--- config.mk ---
export PLATFORM = sky130hd
export DESIGN_NAME = fmadd_norm_round_pipe
export DESIGN_NICKNAME = d
export VERILOG_FILES = /design/src/rtl/fpu_half_pkg.sv /design/src/rtl/fmadd_round_half.sv /design/src/rtl/fmadd_norm_round_pipe.sv
export SDC_FILE = /design/constraint.sdc
export NUM_CORES = 1
export LEC_CHECK = 0
export ABC_AREA = 0
export CORE_UTILIZATION = 45
export DETAILED_ROUTE_END_ITERATION = 10
export PLACE_DENSITY_LB_ADDON = 0.25
export SLEW_MARGIN = 20
export SYNTH_ARGS = -nofsm -noshare
export SYNTH_HDL_FRONTEND = slang
export SYNTH_SLANG_ARGS = --single-unit
--- constraint.sdc ---
create_clock -name clk -period 5.7 [get_ports clk]
set_input_delay 0.855 -clock clk [delete_from_list [all_inputs] [get_ports clk]]
set_output_delay 0.855 -clock clk [all_outputs]
set_load 0.005 [all_outputs]
--- src/rtl/fpu_half_pkg.sv ---
// Shared binary16 constants, rounding-mode encodings, flag indices and the
// normalized-operand payload carried between the pipeline stages.
package fpu_half_pkg;

  localparam int EXP_BIAS = 15;
  localparam int EXP_MAX  = 31;
  localparam int FRAC_W   = 10;

  typedef enum logic [2:0] {
    FRM_RNE = 3'b000,
    FRM_RTZ = 3'b001,
    FRM_RDN = 3'b010,
    FRM_RUP = 3'b011,
    FRM_RMM = 3'b100
  } frm_e;

  localparam int FLG_NV = 4;
  localparam int FLG_DZ = 3;
  localparam int FLG_OF = 2;
  localparam int FLG_UF = 1;
  localparam int FLG_NX = 0;

  localparam logic [15:0] QNAN = 16'h7E00;
  localparam logic [15:0] PINF = 16'h7C00;
  localparam logic [14:0] MAXF = 15'h7BFF;

  // Hidden bit is implied by expo != 0, so only bits [22:0] are kept.
  typedef struct packed {
    logic        sign;
    logic        special;
    logic        zero;
    logic        nv;
    logic [2:0]  frm;
    logic [8:0]  expo;
    logic [22:0] mant;
    logic        sticky;
    logic [15:0] special_val;
  } norm_t;

endpackage

--- src/rtl/fmadd_round_half.sv ---
// Combinational round/pack of a normalized operand into binary16 plus flags.
// FMADD_NORM_FLUSH_DENORM_EN replaces subnormal results with signed zero.
module fmadd_round_half
  import fpu_half_pkg::*;
(
  input  logic        sign_i,
  input  logic        special_i,
  input  logic        zero_i,
  input  logic        nv_i,
  input  logic [2:0]  frm_i,
  input  logic [8:0]  expo_i,
  input  logic [22:0] mant_i,
  input  logic        sticky_i,
  input  logic [15:0] special_val_i,
  output logic [15:0] result_o,
  output logic [4:0]  flags_o
);

  logic        g, st, lsb, inc, of, nx, uf, to_inf;
  logic [18:0] mag;
  logic [8:0]  fexp;

  always_comb begin
    g   = mant_i[12];
    st  = (|mant_i[11:0]) | sticky_i;
    lsb = mant_i[13];
    case (frm_e'(frm_i))
      FRM_RTZ: inc = 1'b0;
      FRM_RDN: inc = sign_i & (g | st);
      FRM_RUP: inc = ~sign_i & (g | st);
      FRM_RMM: inc = g;
      default: inc = g & (st | lsb);
    endcase
    // Fraction carry ripples into the exponent; subnormal 0x3FF+1 lands on expo 1.
    mag    = {expo_i, mant_i[22 -: FRAC_W]} + 19'(inc);
    fexp   = mag[18:FRAC_W];
    of     = fexp >= 9'(EXP_MAX);
    nx     = g | st | of;
    uf     = nx & (fexp == 9'd0);
    to_inf = (frm_i == FRM_RNE) | (frm_i == FRM_RMM) |
             ((frm_i == FRM_RUP) & ~sign_i) | ((frm_i == FRM_RDN) & sign_i);

    result_o = {sign_i, mag[14:0]};
    if (of) result_o = to_inf ? {sign_i, PINF[14:0]} : {sign_i, MAXF};
`ifdef FMADD_NORM_FLUSH_DENORM_EN
    if (fexp == 9'd0 && mag[FRAC_W-1:0] != '0) begin
      result_o = {sign_i, 15'b0};
      uf       = 1'b1;
      nx       = 1'b1;
    end
`endif
    flags_o         = '0;
    flags_o[FLG_NV] = nv_i;
    flags_o[FLG_DZ] = 1'b0;
    flags_o[FLG_OF] = of;
    flags_o[FLG_UF] = uf;
    flags_o[FLG_NX] = nx;

    if (zero_i) begin
      result_o = {sign_i, 15'b0};
      flags_o  = '0;
    end
    if (special_i) begin
      result_o = special_val_i;
      flags_o  = {nv_i, 4'b0};
    end
  end

endmodule

--- src/rtl/fmadd_norm_round_pipe.sv ---
// Two-stage FMADD back end: normalize/denormalize, then round and pack binary16.
// Optional FMADD_NORM_FLUSH_DENORM_EN flushes subnormal results to zero.
module fmadd_norm_round_pipe
  import fpu_half_pkg::*;
#(
  parameter int MANT_W = 24,
  parameter int POS_W  = 5,
  parameter int EXP_W  = 8
) (
  input  logic              clk,
  input  logic              rst_l,
  input  logic              in_valid,
  output logic              in_ready,
  input  logic              in_sign,
  input  logic [EXP_W-1:0]  in_exp,
  input  logic [MANT_W-1:0] in_mant,
  input  logic [POS_W-1:0]  in_lzd_pos,
  input  logic              in_special,
  input  logic [15:0]       in_special_val,
  input  logic              in_nv,
  input  logic [2:0]        frm,
  output logic              out_valid,
  input  logic              out_ready,
  output logic [15:0]       out_result,
  output logic [4:0]        out_flags
);

  logic [2:1]              vld_q;
  logic                    en1, en2;
  norm_t                   s1_d, s1_q, s2_q;
  logic signed [EXP_W:0]   e_s;
  logic signed [EXP_W+1:0] rsh_full;
  logic [4:0]              rsh;
  logic [MANT_W-1:0]       shl;
  logic [47:0]             wide;

  assign en2       = ~vld_q[2] | out_ready;
  assign en1       = ~vld_q[1] | en2;
  assign in_ready  = en1;
  assign out_valid = vld_q[2];

  assign e_s = $signed({in_exp[EXP_W-1], in_exp})
             + $signed({{(EXP_W+1-POS_W){1'b0}}, in_lzd_pos})
             - $signed((EXP_W+1)'(22));
  assign shl = in_mant << (POS_W'(23) - in_lzd_pos);

  // Subnormal right shift saturates at 25: everything past that is pure sticky.
  assign rsh_full = $signed((EXP_W+2)'(1)) - $signed({e_s[EXP_W], e_s});
  assign rsh      = (rsh_full > $signed((EXP_W+2)'(25))) ? 5'd25 : rsh_full[4:0];
  assign wide     = 48'({shl, 25'b0} >> rsh);

  always_comb begin
    s1_d             = '0;
    s1_d.sign        = in_sign;
    s1_d.special     = in_special;
    s1_d.special_val = in_special_val;
    s1_d.nv          = in_nv;
    s1_d.frm         = frm;
    s1_d.zero        = (in_mant == '0);
    if (!e_s[EXP_W] && e_s != '0) begin
      s1_d.expo = e_s;
      s1_d.mant = shl[22:0];
    end else begin
      s1_d.expo   = '0;
      s1_d.mant   = wide[47:25];
      s1_d.sticky = |wide[24:0];
    end
  end

  always_ff @(posedge clk or negedge rst_l) begin
    if (!rst_l) begin
      vld_q <= '0;
      s1_q  <= '0;
      s2_q  <= '0;
    end else begin
      if (en1) begin
        vld_q[1] <= in_valid;
        if (in_valid) s1_q <= s1_d;
      end
      if (en2) begin
        vld_q[2] <= vld_q[1];
        if (vld_q[1]) s2_q <= s1_q;
      end
    end
  end

  fmadd_round_half u_round (
    .sign_i        (s2_q.sign),
    .special_i     (s2_q.special),
    .zero_i        (s2_q.zero),
    .nv_i          (s2_q.nv),
    .frm_i         (s2_q.frm),
    .expo_i        (s2_q.expo),
    .mant_i        (s2_q.mant),
    .sticky_i      (s2_q.sticky),
    .special_val_i (s2_q.special_val),
    .result_o      (out_result),
    .flags_o       (out_flags)
  );

endmodule

# After elaboration in Yosys (flattened, before gate mapping)
# Cells that the tools add are included.
[word_totals]
regBits = 114
input_bits = 63
output_inout_bits = 23
elab_cells = 71
[op_classes]
add_sub_neg = 5
order_cmp = 2
eq_ne = 4
shift = 2
muxes = 10
n_bitwise = 18
reduce_logical = 10
[op_table]
columns = ["cell", "n"]
rows = [
  ["$shr 49x5->48", 1],
  ["$mux 32", 1],
  ["$mux 15", 2],
  ["$reduce_or 25->1", 1],
  ["$logic_not 24->1", 1],
  ["$shl 24x5->24", 1],
  ["$add 19x1->19", 1],
  ["$mux 16", 1],
  ["$mux 5", 3],
  ["$reduce_or 12->1", 1],
  ["$mux 11", 1],
  ["$gt 10x6->1 const B", 1],
  ["$sub 2x9->10 const A", 1],
  ["$add 8x6->9", 1],
  ["$ge 9x5->1 const B", 1],
  ["$logic_not 9->1", 1],
  ["$or 1x1->1", 9],
  ["$reduce_bool 9->1", 1],
  ["$sub 9x6->9 const B", 1],
  ["$and 1x1->1", 6],
  ["$eq 3x2->1 const B", 2],
  ["$sub 5x5->5 const A", 1],
  ["$pmux 1 s4", 1],
  ["$reduce_and 2->1", 2],
  ["other kinds (7)", 9],
]

# Longest topological paths before layout
[depth]
word_depth = 11
depth_mapped = 28
mapped_depth_nobuf = 21

# Modules after synthesis
# Synthesis repeated with hierarchy kept, for this count alone.
[unflattened]
hier_cells = 1090
area_unflattened_um2 = 9499.1
[modules_own_cells]
columns = ["module", "n_inst", "cells_each", "area_each_um2", "seq_area_each_um2"]
rows = [
  ["fmadd_norm_round_pipe", 1, 944, 8510.7, 2852.7],
  ["fmadd_round_half", 1, 146, 988.4, 0.0],
]

# Worst setup path after synthesis
# Ideal clock, no wire load.
[synth_timing]
path_type = "input port to flip-flop"
startpoint = "in in_lzd_pos[1]"
endpoint = "reg s1_q[16] (netlist bit)"
setup_time_ns = 0.150
arrival_ns = 5.641
required_time_ns = 5.550
path_slack_ns = -0.091
cell_stages = 25
n_path_buf = 7
path_cell_list = "buf_2 > buf_6 > buf_2 > inv_1 > ha_1 > inv_1 > ha_1 > clkbuf_1 > inv_1 > clkbuf_1 > ha_1 > clkbuf_1 > xnor2_2 > nor2_1 > mux2_4 > or4_1 > buf_4 > nand2_4 > mux2_2 > nand2_1 > o211ai_1 > a2111oi_1 > nand4_1 > o31ai_1 > o311ai_1"
[synth_via]
elab_chain_cells = 8
elab_cells_between_ends = 13
cone_classes = "add/sub: 4; order compare: 1; shift: 2; mux: 2; reduce/logical: 4"
[synth_lines]
columns = ["item", "line_no", "source"]
rows = [
  ["from (decl)", "fmadd_norm_round_pipe.sv:17", "input logic [POS_W-1:0] in_lzd_pos,"],
  ["$add 8x6->9", "fmadd_norm_round_pipe.sv:43", "+ $signed({{(EXP_W+1-POS_W){1'b0}}, in_lzd_pos})"],
  ["$sub 9x6->9", "fmadd_norm_round_pipe.sv:44", "- $signed((EXP_W+1)'(22));"],
  ["$sub 2x9->10", "fmadd_norm_round_pipe.sv:48", "assign rsh_full = $signed((EXP_W+2)'(1)) - $signed({e_s[EXP_W], e_s});"],
  ["$gt 10x6->1", "fmadd_norm_round_pipe.sv:49", "assign rsh = (rsh_full > $signed((EXP_W+2)'(25))) ? 5'd25 : rsh_full[4:0];"],
  ["$mux 5", "fmadd_norm_round_pipe.sv:49", ""],
  ["$shr 49x5->48", "fmadd_norm_round_pipe.sv:50", "assign wide = 48'({shl, 25'b0} >> rsh);"],
  ["$reduce_or 25->1", "fmadd_norm_round_pipe.sv:66", "s1_d.sticky = |wide[24:0];"],
  ["$mux 1 *", "fmadd_norm_round_pipe.sv:60", "if (!e_s[EXP_W] && e_s != '0) begin"],
  ["to (signal assigned)", "fmadd_norm_round_pipe.sv:73", "s1_q <= '0;"],
  ["to (signal assigned)", "fmadd_norm_round_pipe.sv:78", "if (in_valid) s1_q <= s1_d;"],
  ["to (decl)", "fmadd_norm_round_pipe.sv:30", "norm_t s1_d, s1_q, s2_q;"],
]
# Mark *: on every way between the ends. The rest lies on a longest branch, timed or not.
# A chain may end at the register's enable or synchronous reset.

# Worst setup path in the final report
[layout_timing]
startpoint = "reg s2_q[49] (netlist bit)"
endpoint = "out out_result[10]"
[layout_via]
elab_chain_cells = 8
elab_cells_between_ends = 17
cone_classes = "add/sub: 1; order compare: 1; eq/ne: 4; mux: 5; bitwise: 5; reduce/logical: 1"
[layout_lines]
columns = ["item", "line_no", "source"]
rows = [
  ["from (decl)", "fmadd_norm_round_pipe.sv:30", ""],
  ["from (signal assigned)", "fmadd_norm_round_pipe.sv:82", "if (vld_q[1]) s2_q <= s1_q;"],
  ["parallel branches: the longest is 5 deep, another holds $add 19x1->19", "n/a", ""],
  ["$mux 15 *", "fmadd_round_half.sv:44", "if (of) result_o = to_inf ? {sign_i, PINF[14:0]} : {sign_i, MAXF};"],
  ["$mux 15 *", "fmadd_round_half.sv:59", "if (zero_i) begin"],
  ["$mux 16 *", "fmadd_round_half.sv:63", "if (special_i) begin"],
  ["to (decl)", "fmadd_norm_round_pipe.sv:24", "output logic [15:0] out_result,"],
]
# Mark *: on every way between the ends.

==> reports/qor.yml <==
result_of_the_run: "finished clean"
worst_hold_startpoint: "s1_q[49]"
core_mm2: 0.0188
pin_count: 86
post_dp_cell_area_mm2: 0.0101
cts_root_buffer: "sky130_fd_sc_hd__clkbuf_16"
non_filler_instance_count_after_layout: 1383
critical_path_buf_inv_count: 3
p_per_area_mw_per_mm2: 356
place_congestion: 0.995
drt_first_iter_violations: 733
r2r-end: "s1_q[43]"
synth.lib_cells_used.distinct: 87
cts.hold.buffers_added: 0
synthesis.instances: 997
hold_viol_final: 0
most_frequent_standard_cell_in_the_layout_excluding_fill_and_tap_cells: "sky130_fd_sc_hd__nand2_1"
worstMarginPinSlew_ns: 1.02
worst_ep_arrival_time_ns: 4.68
drt_drc_violations_left: 0
nets_in_the_synthesized_netlist: 1077
min_to: "s1_q[49]"
grt_usage_pct: 27.6
storage_cell_area_mm2: 0.00285
mostFrequentLayoutCells: "sky130_fd_sc_hd__nand2_1 (164), sky130_fd_sc_hd__dfrtp_1 (113), sky130_fd_sc_hd__nor2_1 (97)"
cts_sinks: 114
tritoncts.num_buffers: 17
skew_ns: 0.00770
worstPathCellList: "inv_1 -> nor3b_2 -> ha_1 -> nor3b_2 -> a21oi_1 -> a21oi_2 -> ha_1 -> and3_4 -> and3_4 -> and3_4 -> and3_4 -> and4_1 -> nor2b_4 -> nand3_1 -> o21ai_0 -> nand2_1 -> nand2_2 -> o31a_1 -> buf_4 -> mux2i_1 -> a22o_1 -> clkdlybuf4s50_1"
detailedRoute.firstPassIterationCount: 5
postSynth.asyncResetShare_pct: 100
wl_mm: 26.7
initial_core_util_pct: 46.2
synth_edf_count: 0
floorplan.die.width_um: 141
max_slew_headroom_at_the_worst_pin_pct: 31.0
cpMaxStageDelayCell: "sky130_fd_sc_hd__clkdlybuf4s50_1"
total_grt_overflow: 0
grt_pass1_vias: 8228
worst_setup_hold_path_clk_slew_ns: 0.06
fin_max_slew_vios: 0
cts_max_path_buffers: 2
period_share_pct: 97.1
setup.worst_path.start_class: "flip-flop"
crit_family: "simple AND/OR/NAND/NOR gates"
drive_above_1_share_pct: 21.0
static-leakage-power_nw: 4.68
cts_tree: "done"
timing.critical_path.mode_cell: "sky130_fd_sc_hd__and3_4"
slowest_delay_ns: 0.50
finish.net_count: 1190
count_of_h_tree_levels_built_during_cts: 4
setup_violations: 0
final_worst_setup_slack_ns: 0.167
io_buffer_count: 84
design_power_total_mw: 3.85
worst-setup-path-type: "reg -> out"
worst_skew_pair.late_latency_ns: 0.41
fmaxAchievable_ghz: 0.181
cp_data_required_time_ns: 4.85
dp.cells: 1345
worst_path_fanout_max: 5
r2r_slack_ns: 3.91
syn_area_mm2: 0.00871
place.detailed.hpwl_mm: 19.6
synth_ff_type: "sky130_fd_sc_hd__dfrtp_1"
max-cap-violations: 0
synth.avg_cell_area_um2: 8.73
end_kind: "output port"
fillerInstances: 1697
grt_first_pass_wirelength_mm: 43.1
num_antenna_cells: 0
finalCriticalPeriod_ns: 5.53
reg2reg_from: "vld_q[1]"
fp-row-count: 50
grt_setup_unrepaired: "yes"
ir_worst_vdd_v: 0.000208
routed-via-count: 8342
yosys_warnings: 0
holdCritPathClass: "reg -> reg"
multi_input_comb_area_mm2: 0.00555
placement.setup.worst_slack_ns: -0.0149
initial_antenna_violation_count: 0
areaGrowthSynthToFinish_pct: 24.2
postLayoutCellArea_mm2: 0.0108
hold-path-cell-count: 2
dieHeight_um: 141
wl_per_cell_um: 19.3
vias_per_cell: 6.03
die_area_mm2: 0.0199
r2r_depth: 4
synth_seq_area_share_pct: 32.8
holdWs_ns: 0.472
grt_start_max_net_pins: 70
postRouteAntennaNets: 0
synth.ff_latch_count: 114
[area by class of cell]
class	count	share of cell area [%]
repair buffers	161	13.2
multi-input cells	793	51.3
clock buffers	17	3.93
flip-flops and latches	114	26.4
well taps	260	3.01
inverters	23	0.799
clock inverters	15	1.34
[routing by layer]
metal,GRT usage [%],vias to the layer above,wire [um]
met5,0,-,0
met4,11.7,0,794
met3,4.79,63,1920
met2,45.4,379,12600
met1,35.8,3981,11400
li1,-,3919,-
[timing repair]
| action | CTS | global route |
|---|---|---|
| resized for setup | 6 | 17 |
| gates cloned | 0 | 1 |
| setup buffers | 0 | 5 |
| setup endpoints to repair | 12 | 16 |
| hold endpoints to repair | 0 | 0 |
| pin swaps | 0 | 3 |
[flip-flops by register name (all words and copies together) (netlist names)]
name	flops
vld_q	2
s2_q	56
s1_q	56
[worst reg2reg max path, stage by stage (launching register included)]
cell,delay [ns]
sky130_fd_sc_hd__dfrtp_1,0.38
sky130_fd_sc_hd__nand3b_1,0.18
sky130_fd_sc_hd__nand2_2,0.29
sky130_fd_sc_hd__buf_4,0.56
sky130_fd_sc_hd__o31ai_1,0.24
[synth_stat cells, types with 15 or more instances]
cell | n | share of area [%]
sky130_fd_sc_hd__a21oi_1 | 44 | 2.5
sky130_fd_sc_hd__a221oi_1 | 15 | 1.5
sky130_fd_sc_hd__and3_1 | 15 | 1.1
sky130_fd_sc_hd__clkbuf_1 | 46 | 2.0
sky130_fd_sc_hd__dfrtp_1 | 114 | 33
sky130_fd_sc_hd__ha_1 | 16 | 2.3
sky130_fd_sc_hd__inv_1 | 21 | 0.91
sky130_fd_sc_hd__mux2_2 | 67 | 8.7
sky130_fd_sc_hd__mux2i_1 | 28 | 3.2
sky130_fd_sc_hd__mux4_2 | 23 | 5.9
sky130_fd_sc_hd__nand2_1 | 167 | 7.2
sky130_fd_sc_hd__nand3_1 | 17 | 0.98
sky130_fd_sc_hd__nor2_1 | 98 | 4.2
sky130_fd_sc_hd__o21ai_0 | 52 | 3.0
sky130_fd_sc_hd__o22ai_1 | 17 | 1.2
[power breakdown]
| part | total, mW | leakage (nW) | internal [mW] | switching, mW |
|---|---|---|---|---|
| Combinational | 1.75 | 2.97 | 0.818 | 0.928 |
| Sequential | 1.09 | 1.44 | 0.977 | 0.113 |
| Clock | 1.02 | 0.271 | 0.610 | 0.406 |
[per-stage QoR]
| stage | util, % | setup TNS (ns) |
|---|---|---|
| floorplan | - | 0 |
| CTS | 56.9 | 0 |
| global route | 57.4 | -1.50 |
| detailed placement | 53.7 | -0.0149 |
| global placement | 53.7 | 0 |
| finish | 57.4 | 0 |
[worst max-delay path by stage]
stage	start	endpoint	slack, ns	cells after the start
floorplan	in_lzd_pos[1]	s1_q[16]	0.05	25
global placement	in_exp[1]	s1_q[25]	0.006	21
detailed placement	in_exp[1]	s1_q[16]	-0.01	21
CTS	s2_q[51]	out_result[1]	0.03	21
global route	s2_q[49]	out_result[10]	-0.18	22
finish	s2_q[49]	out_result[10]	0.17	22
[cell families after synthesis]
kind of cell	synth area share [%]
and+or+nand+nor	19.4
DFF	32.8
other	0.0431
muxes	18.0
buffers and inverters	4.41
AOI/OAI and AO/OA	20.7
xor gates and xnor gates	2.10
adders and majority gates	2.53
Power figures use the tool's default switching activity.
